[config.mk]
export PLATFORM = sky130hd
export DESIGN_NAME = mem_port_arbiter
export DESIGN_NICKNAME = d
export VERILOG_FILES = /design/src/rtl/mem_arb_pkg.sv /design/src/rtl/sat_counter.sv /design/src/rtl/mem_port_arbiter.sv
export SDC_FILE = /design/constraint.sdc
export NUM_CORES = 1
export LEC_CHECK = 0
export ABC_AREA = 1
export BUFFER_PORTS_ARGS = -buffer_cell sky130_fd_sc_hd__buf_2
export CELL_PAD_IN_SITES_DETAIL_PLACEMENT = 1
export CELL_PAD_IN_SITES_GLOBAL_PLACEMENT = 1
export CORE_MARGIN = 2
export CORE_UTILIZATION = 32
export DETAILED_ROUTE_END_ITERATION = 8
export PLACE_DENSITY = 0.79
export SLEW_MARGIN = 30
export SYNTH_ARGS = -nofsm -noshare
export SYNTH_HDL_FRONTEND = slang
export SYNTH_SLANG_ARGS = --single-unit
[constraint.sdc]
create_clock -name clk -period 1.9 [get_ports clk]
set_clock_uncertainty 0.1 [all_clocks]
set_input_delay 0.19 -clock clk [delete_from_list [all_inputs] [get_ports clk]]
set_output_delay 0.19 -clock clk [all_outputs]
set_load 0.01 [all_outputs]
[src/rtl/mem_arb_pkg.sv]
`default_nettype none
// ============================================================================
// Module      : mem_arb_pkg
// Description : Shared definitions for the IF/MEM memory port arbiter.
//               Provides the 2-bit arbiter FSM state encoding and the data
//               word returned to a requester whose transaction timed out.
// Revision    : 1.0 - initial release
// ============================================================================
package mem_arb_pkg;

    typedef enum logic [1:0] {
        ST_IDLE  = 2'd0,  // no transaction outstanding
        ST_FETCH = 2'd1,  // serving the instruction-fetch port
        ST_DATA  = 2'd2,  // serving the data-memory port
        ST_DRAIN = 2'd3   // flushed fetch still in flight, data discarded
    } arb_state_t;

    localparam logic [31:0] ARB_ERR_WORD = 32'hDEADBEEF;

endpackage : mem_arb_pkg
`default_nettype wire

[src/rtl/sat_counter.sv]
`default_nettype none
// ============================================================================
// Module      : sat_counter
// Description : Saturating up-counter with synchronous clear. Clear has
//               priority over increment; the count sticks at all-ones.
// Ports       : clk   - clock
//               clr   - synchronous clear, active-high
//               inc   - increment enable
//               cnt_o - current count
// Revision    : 1.0 - initial release
// ============================================================================
module sat_counter #(
    parameter int WIDTH = 16
) (
    input  logic             clk,
    input  logic             clr,
    input  logic             inc,
    output logic [WIDTH-1:0] cnt_o
);

    localparam logic [WIDTH-1:0] c_MAX = {WIDTH{1'b1}};

    logic [WIDTH-1:0] cnt_q;

    always_ff @(posedge clk) begin
        if (clr) begin
            cnt_q <= '0;
        end else if (inc && (cnt_q != c_MAX)) begin
            cnt_q <= cnt_q + 1'b1;
        end
    end

    assign cnt_o = cnt_q;

endmodule : sat_counter
`default_nettype wire

[src/rtl/mem_port_arbiter.sv]
`default_nettype none
// ============================================================================
// Module      : mem_port_arbiter
// Description : Arbitrates instruction fetch (IF) and data access (MEM) onto
//               one single-ported, variable-latency memory. DATA has priority
//               in IDLE. A flushed fetch drains its in-flight access and
//               discards the data. A busy-cycle watchdog aborts hung accesses,
//               sets a sticky err and returns ARB_ERR_WORD to the owner.
// Config      : MEM_ARB_STATS_EN - adds stat_conflict / stat_busy counters.
// Ports       : clk, rst            - clock, synchronous active-high reset
//               if_*                - fetch request/response, flush redirect
//               dm_*                - data request/response
//               ram_*               - shared memory port
//               err                 - sticky timeout flag
//               stat_conflict/busy  - optional statistics counters
// Revision    : 1.0 - initial release
// ============================================================================
module mem_port_arbiter
    import mem_arb_pkg::*;
#(
    parameter int ADDR_WIDTH     = 32,
    parameter int DATA_WIDTH     = 32,
    parameter int TIMEOUT_CYCLES = 64
) (
    input  logic                  clk,
    input  logic                  rst,
    input  logic                  if_req,
    input  logic [ADDR_WIDTH-1:0] if_addr,
    output logic [DATA_WIDTH-1:0] if_rdata,
    output logic                  if_ack,
    output logic                  if_stall,
    input  logic                  flush,
    input  logic                  dm_req,
    input  logic                  dm_we,
    input  logic [ADDR_WIDTH-1:0] dm_addr,
    input  logic [DATA_WIDTH-1:0] dm_wdata,
    output logic [DATA_WIDTH-1:0] dm_rdata,
    output logic                  dm_ack,
    output logic                  dm_stall,
    output logic                  ram_cs,
    output logic                  ram_we,
    output logic [ADDR_WIDTH-1:0] ram_addr,
    output logic [DATA_WIDTH-1:0] ram_wdata,
    input  logic [DATA_WIDTH-1:0] ram_rdata,
    input  logic                  ram_ack,
    output logic                  err
`ifdef MEM_ARB_STATS_EN
    ,
    output logic [15:0]           stat_conflict,
    output logic [15:0]           stat_busy
`endif
);

    // Busy counter value on the last permitted busy cycle: with a count of 0
    // in the first busy cycle, the memory gets exactly TIMEOUT_CYCLES cycles.
    localparam logic [7:0]            c_BUSY_LAST = 8'(TIMEOUT_CYCLES - 1);
    localparam logic [DATA_WIDTH-1:0] c_ERR_DATA  = DATA_WIDTH'(ARB_ERR_WORD);

    arb_state_t            state_q,     state_d;
    logic                  ram_cs_q,    ram_cs_d;
    logic                  ram_we_q,    ram_we_d;
    logic [ADDR_WIDTH-1:0] ram_addr_q,  ram_addr_d;
    logic [DATA_WIDTH-1:0] ram_wdata_q, ram_wdata_d;
    logic                  if_ack_q,    if_ack_d;
    logic                  dm_ack_q,    dm_ack_d;
    logic [DATA_WIDTH-1:0] if_rdata_q,  if_rdata_d;
    logic [DATA_WIDTH-1:0] dm_rdata_q,  dm_rdata_d;
    logic                  err_q,       err_d;
    logic [7:0]            busy_q,      busy_d;

    // A requester whose ack is showing this cycle still holds its request
    // from the transaction just completed, so it must not be re-granted.
    logic w_dm_elig;
    logic w_if_elig;
    logic w_timeout;

    assign w_dm_elig = dm_req & ~dm_ack_q;
    assign w_if_elig = if_req & ~if_ack_q & ~flush;
    assign w_timeout = (busy_q == c_BUSY_LAST);

    always_comb begin
        state_d     = state_q;
        ram_cs_d    = ram_cs_q;
        ram_we_d    = ram_we_q;
        ram_addr_d  = ram_addr_q;
        ram_wdata_d = ram_wdata_q;
        if_ack_d    = 1'b0;
        dm_ack_d    = 1'b0;
        if_rdata_d  = if_rdata_q;
        dm_rdata_d  = dm_rdata_q;
        err_d       = err_q;
        busy_d      = busy_q;

        case (state_q)
            ST_IDLE: begin
                if (w_dm_elig) begin
                    state_d     = ST_DATA;
                    ram_cs_d    = 1'b1;
                    ram_we_d    = dm_we;
                    ram_addr_d  = dm_addr;
                    ram_wdata_d = dm_wdata;
                    busy_d      = 8'd0;
                end else if (w_if_elig) begin
                    state_d     = ST_FETCH;
                    ram_cs_d    = 1'b1;
                    ram_we_d    = 1'b0;
                    ram_addr_d  = if_addr;
                    ram_wdata_d = '0;
                    busy_d      = 8'd0;
                end
            end

            ST_FETCH: begin
                if (ram_ack) begin
                    state_d  = ST_IDLE;
                    ram_cs_d = 1'b0;
                    // A flush landing with the ack cancels the fetch outright.
                    if (!flush) begin
                        if_ack_d   = 1'b1;
                        if_rdata_d = ram_rdata;
                    end
                end else if (w_timeout) begin
                    state_d  = ST_IDLE;
                    ram_cs_d = 1'b0;
                    err_d    = 1'b1;
                    if (!flush) begin
                        if_ack_d   = 1'b1;
                        if_rdata_d = c_ERR_DATA;
                    end
                end else begin
                    busy_d = busy_q + 8'd1;
                    if (flush) begin
                        state_d = ST_DRAIN;
                    end
                end
            end

            ST_DATA: begin
                if (ram_ack) begin
                    state_d    = ST_IDLE;
                    ram_cs_d   = 1'b0;
                    dm_ack_d   = 1'b1;
                    dm_rdata_d = ram_rdata;
                end else if (w_timeout) begin
                    state_d    = ST_IDLE;
                    ram_cs_d   = 1'b0;
                    err_d      = 1'b1;
                    dm_ack_d   = 1'b1;
                    dm_rdata_d = c_ERR_DATA;
                end else begin
                    busy_d = busy_q + 8'd1;
                end
            end

            ST_DRAIN: begin
                if (ram_ack) begin
                    state_d  = ST_IDLE;
                    ram_cs_d = 1'b0;
                end else if (w_timeout) begin
                    state_d  = ST_IDLE;
                    ram_cs_d = 1'b0;
                    err_d    = 1'b1;
                end else begin
                    busy_d = busy_q + 8'd1;
                end
            end

            default: begin
                state_d  = ST_IDLE;
                ram_cs_d = 1'b0;
            end
        endcase
    end

    always_ff @(posedge clk) begin
        if (rst) begin
            state_q     <= ST_IDLE;
            ram_cs_q    <= 1'b0;
            ram_we_q    <= 1'b0;
            ram_addr_q  <= '0;
            ram_wdata_q <= '0;
            if_ack_q    <= 1'b0;
            dm_ack_q    <= 1'b0;
            if_rdata_q  <= '0;
            dm_rdata_q  <= '0;
            err_q       <= 1'b0;
            busy_q      <= 8'd0;
        end else begin
            state_q     <= state_d;
            ram_cs_q    <= ram_cs_d;
            ram_we_q    <= ram_we_d;
            ram_addr_q  <= ram_addr_d;
            ram_wdata_q <= ram_wdata_d;
            if_ack_q    <= if_ack_d;
            dm_ack_q    <= dm_ack_d;
            if_rdata_q  <= if_rdata_d;
            dm_rdata_q  <= dm_rdata_d;
            err_q       <= err_d;
            busy_q      <= busy_d;
        end
    end

    assign ram_cs    = ram_cs_q;
    assign ram_we    = ram_we_q;
    assign ram_addr  = ram_addr_q;
    assign ram_wdata = ram_wdata_q;
    assign if_ack    = if_ack_q;
    assign dm_ack    = dm_ack_q;
    assign if_rdata  = if_rdata_q;
    assign dm_rdata  = dm_rdata_q;
    assign err       = err_q;
    assign if_stall  = if_req & ~if_ack_q;
    assign dm_stall  = dm_req & ~dm_ack_q;

`ifdef MEM_ARB_STATS_EN
    logic w_conflict;

    assign w_conflict = (state_q == ST_IDLE) & w_dm_elig & w_if_elig;

    sat_counter #(.WIDTH(16)) u_stat_conflict (
        .clk   (clk),
        .clr   (rst),
        .inc   (w_conflict),
        .cnt_o (stat_conflict)
    );

    sat_counter #(.WIDTH(16)) u_stat_busy (
        .clk   (clk),
        .clr   (rst),
        .inc   (ram_cs_q),
        .cnt_o (stat_busy)
    );
`endif

endmodule : mem_port_arbiter
`default_nettype wire

==> results.json <==
{
  "status": "finished clean",
  "synth_area_um2": 5840,
  "crit_start": "busy_q[0]",
  "synth_mux_area_frac": 0,
  "power_density_nw_per_um2": 1010,
  "wl_per_cell_um": 15.6,
  "postRouteAntennaNets": 0,
  "slew_violations": 0,
  "path_common_cell": "nand2_2",
  "synthAdderAreaFrac": 0.00214,
  "rsz0062_at_grt": "false",
  "slowest_delay_ns": 0.32,
  "max_freq_mhz": 583,
  "syn2layout_area_growth_pct": 42.9,
  "numCtsBuffers": 17,
  "synth_xor_xnor_area_share": 0.00150,
  "rr_worst_depth": 9,
  "max_cap_violations": 0,
  "setup_slack_ns": 0.186,
  "initial_utilization": 0.326,
  "cp-start-kind": "flip-flop",
  "fin_crit_ns": 1.71,
  "path_cells": "ha_1 -> nand3_1 -> inv_1 -> nand2_2 -> nand2_4 -> nand2_2 -> buf_4 -> nand2_1 -> a21oi_1",
  "max_slew_margin": 0.582,
  "place.gp.congestion": 0.789,
  "portBuffers": 269,
  "drive_gt1_frac": 0.353,
  "placed_area_um2": 7400,
  "ys_warn_count": 0,
  "leakagePower_nw": 4.12,
  "worstPathArrival_ns": 1.96,
  "ys_seq_elements": 143,
  "initialDrtViolationCount": 243,
  "grt_max_degree": 82,
  "timing.rr.end": "dm_rdata[12]",
  "crit_path_end_kind": "flip-flop",
  "grt_pass1_vias": 6485,
  "final_nets": 1178,
  "synth_simple_gate_area_frac": 0.254,
  "tightest_slew_ns": 0.627,
  "rrSetupSlack_ns": 0.19,
  "grt_pass1_wl_mm": 32.8,
  "synth_nets": 888,
  "row_count": 49,
  "postCtsSetupBuffers": 0,
  "synth_top_family_by_area": "simple AND/OR/NAND/NOR gates",
  "cp_slowest_cell": "dfxtp_1",
  "vdd.ir_drop.worst_uv": 598,
  "hold_violations": 0,
  "routed_wl_mm": 20.0,
  "die_w_um": 139,
  "hpwlAfterDp_mm": 13.5,
  "via_per_inst": 4.76,
  "crit_type": "flip-flop to flip-flop",
  "fin_cells": 1284,
  "grt_antenna_before_repair": 2,
  "cts_buffer_depth": 2,
  "synth_compound_area_frac": 0.176,
  "clockRootBuffer": "clkbuf_16",
  "worstPathMaxFanout": 14,
  "syn_inst": 752,
  "grtUsageTotal": 0.208,
  "tns_ns": 0,
  "core_area_um2": 17900,
  "die_y_um": 139,
  "total_power_mw": 8.38,
  "via_count": 6115,
  "fillers": 2270,
  "critPathRequiredTime_ns": 2.14,
  "cts-htree-levels": 4,
  "drc": 0,
  "cts_num_sinks": 143,
  "ys_seq_area_frac": 0.491,
  "clock_latency_ns": 0.41,
  "min_path_type": "primary input to flip-flop",
  "finalSetupViolCount": 0,
  "r2r-start": "busy_q[0]",
  "synth.distinct_cells": 27,
  "dp.cells": 1218,
  "pin_count": 270,
  "die_area_um2": 19300,
  "fin_crit_sh": 0.902,
  "crit_end": "dm_rdata[12]",
  "gr-total-overflow": 0,
  "first_pass_iters": 4,
  "final_area_um2": 8340,
  "syn_area_per_cell_um2": 7.76,
  "pre_cts_ws_ns": 0.129,
  "cts_tree": "yes",
  "clk_pin_slew_ns": 0.06
}
## cell type report
class,count,area (µm²),area share
Tap cell,229,287,0.0344
Timing Repair Buffer,321,1880,0.226
Antenna cell,1,2.50,0.000300
Clock inverter,11,108,0.0129
Sequential cell,143,2860,0.343
Clock buffer,20,467,0.0560
Inverter,50,188,0.0225
Multi-Input combinational cell,509,2540,0.305
## synth_stat cells
cell / n / area (µm²)
nand2_1: 224 / 841
dfxtp_1: 143 / 2860
a21oi_1: 96 / 480
nand3_1: 61 / 305
inv_1: 43 / 161
o211a_1: 32 / 320
clkbuf_1: 26 / 97.6
or2_2: 24 / 150
o21ai_1: 22 / 110
nor2_1: 15 / 56.3
buf_2: 14 / 70.1
a21oi_2: 9 / 78.8
inv_2: 7 / 26.3
buf_4: 6 / 45.0
nand2_2: 6 / 37.5
o21ai_0: 5 / 25.0
buf_6: 3 / 33.8
nor2_4: 3 / 33.8
nand2_4: 2 / 22.5
nand3b_1: 2 / 15.0
nor2_2: 2 / 12.5
nor3_1: 2 / 10.0
a21boi_1: 1 / 7.51
buf_1: 1 / 3.75
ha_1: 1 / 12.5
o21a_1: 1 / 7.51
xor2_1: 1 / 8.76
## worst max-delay path: cells and delay by family (launching register included)
family / cells / cell delay (ns)
DFF: 1 / 0.32
AOI/OAI and AO/OA: 1 / 0.14
adders and majority gates: 1 / 0.23
and+or+nand+nor: 5 / 0.59
buffers and inverters: 2 / 0.26
## layer usage
layer,vias up,wire length (µm),part of all wire,track usage
li1,3033,-,-,-
met1,2842,8560,0.43,0.240
met2,205,9590,0.48,0.359
met3,33,1360,0.068,0.0639
met4,2,452,0.023,0.0824
met5,-,16,0.00080,0
## timing repair
| item | in CTS | in global routing |
|---|---|---|
| resized for setup | 0 | 4 |
| endpoints found under the setup margin | 0 | 18 |
| endpoints found under the hold margin | 34 | 0 |
| hold buffers | 34 | 0 |
## worst min-delay path by stage
stage / to / depth (start not counted) / start
5_1_grt: ram_addr[26] / 4 / dm_addr[26]
3_5_place_dp: if_rdata[30] / 2 / if_rdata[30]
3_3_place_gp: if_rdata[0] / 2 / if_rdata[0]
6_report: ram_addr[2] / 4 / dm_addr[2]
4_1_cts: ram_addr[2] / 4 / dm_addr[2]
2_1_floorplan: ram_wdata[0] / 2 / dm_wdata[0]
## power by group
part	total, mW	internal, mW	switching (mW)
registers	3.43	3.29	0.149
logic	1.73	0.713	1.01
clock network	3.22	1.91	1.32
total	8.38	5.90	2.48
## metrics by stage
stage,utilization,hold WS [ns]
2_1_floorplan,-,0.237
3_3_place_gp,0.414,0.335
3_5_place_dp,0.414,0.338
4_1_cts,0.465,0.00151
5_1_grt,0.466,0.0173
6_report,0.466,0.0192
## sequential cells by signal, indices dropped and copies added, names as in the netlist
signal,flops
dm_rdata,32
if_rdata,32
ram_addr,32
ram_wdata,32
busy_q,8
state_q,2
dm_ack,1
err,1
if_ack,1
ram_cs,1
ram_we,1
## cell usage in the layout, fill, tap and decap left out, types with 2 or more instances in the layout
cell	n
clkinvlp_4	5
nand2_2	5
o21ai_1	22
dfxtp_1	143
a21oi_1	96
buf_12	4
clkbuf_16	17
buf_2	269
inv_6	2
nor3_1	2
nand2_4	3
nor2_4	3
nor2_2	2
dlygate4sd3_1	34
inv_1	42
nand3b_1	2
clkinv_4	2
buf_4	11
or2_2	24
inv_2	8
nor2_1	15
buf_6	3
o21ai_0	5
clkbuf_8	3
nand2_1	224
nand3_1	61
a21oi_2	9
o211a_1	32
## kinds of logic after synthesis
kind of cell / Yosys count
AND/OR/NAND/NOR: 341
AO/OA/AOI/OAI: 166
flip-flops: 143
buffers and inverters: 100
XOR/XNOR: 1
adder cells (fa/ha/maj): 1
Note: power is estimated with default switching activity, not from simulation.
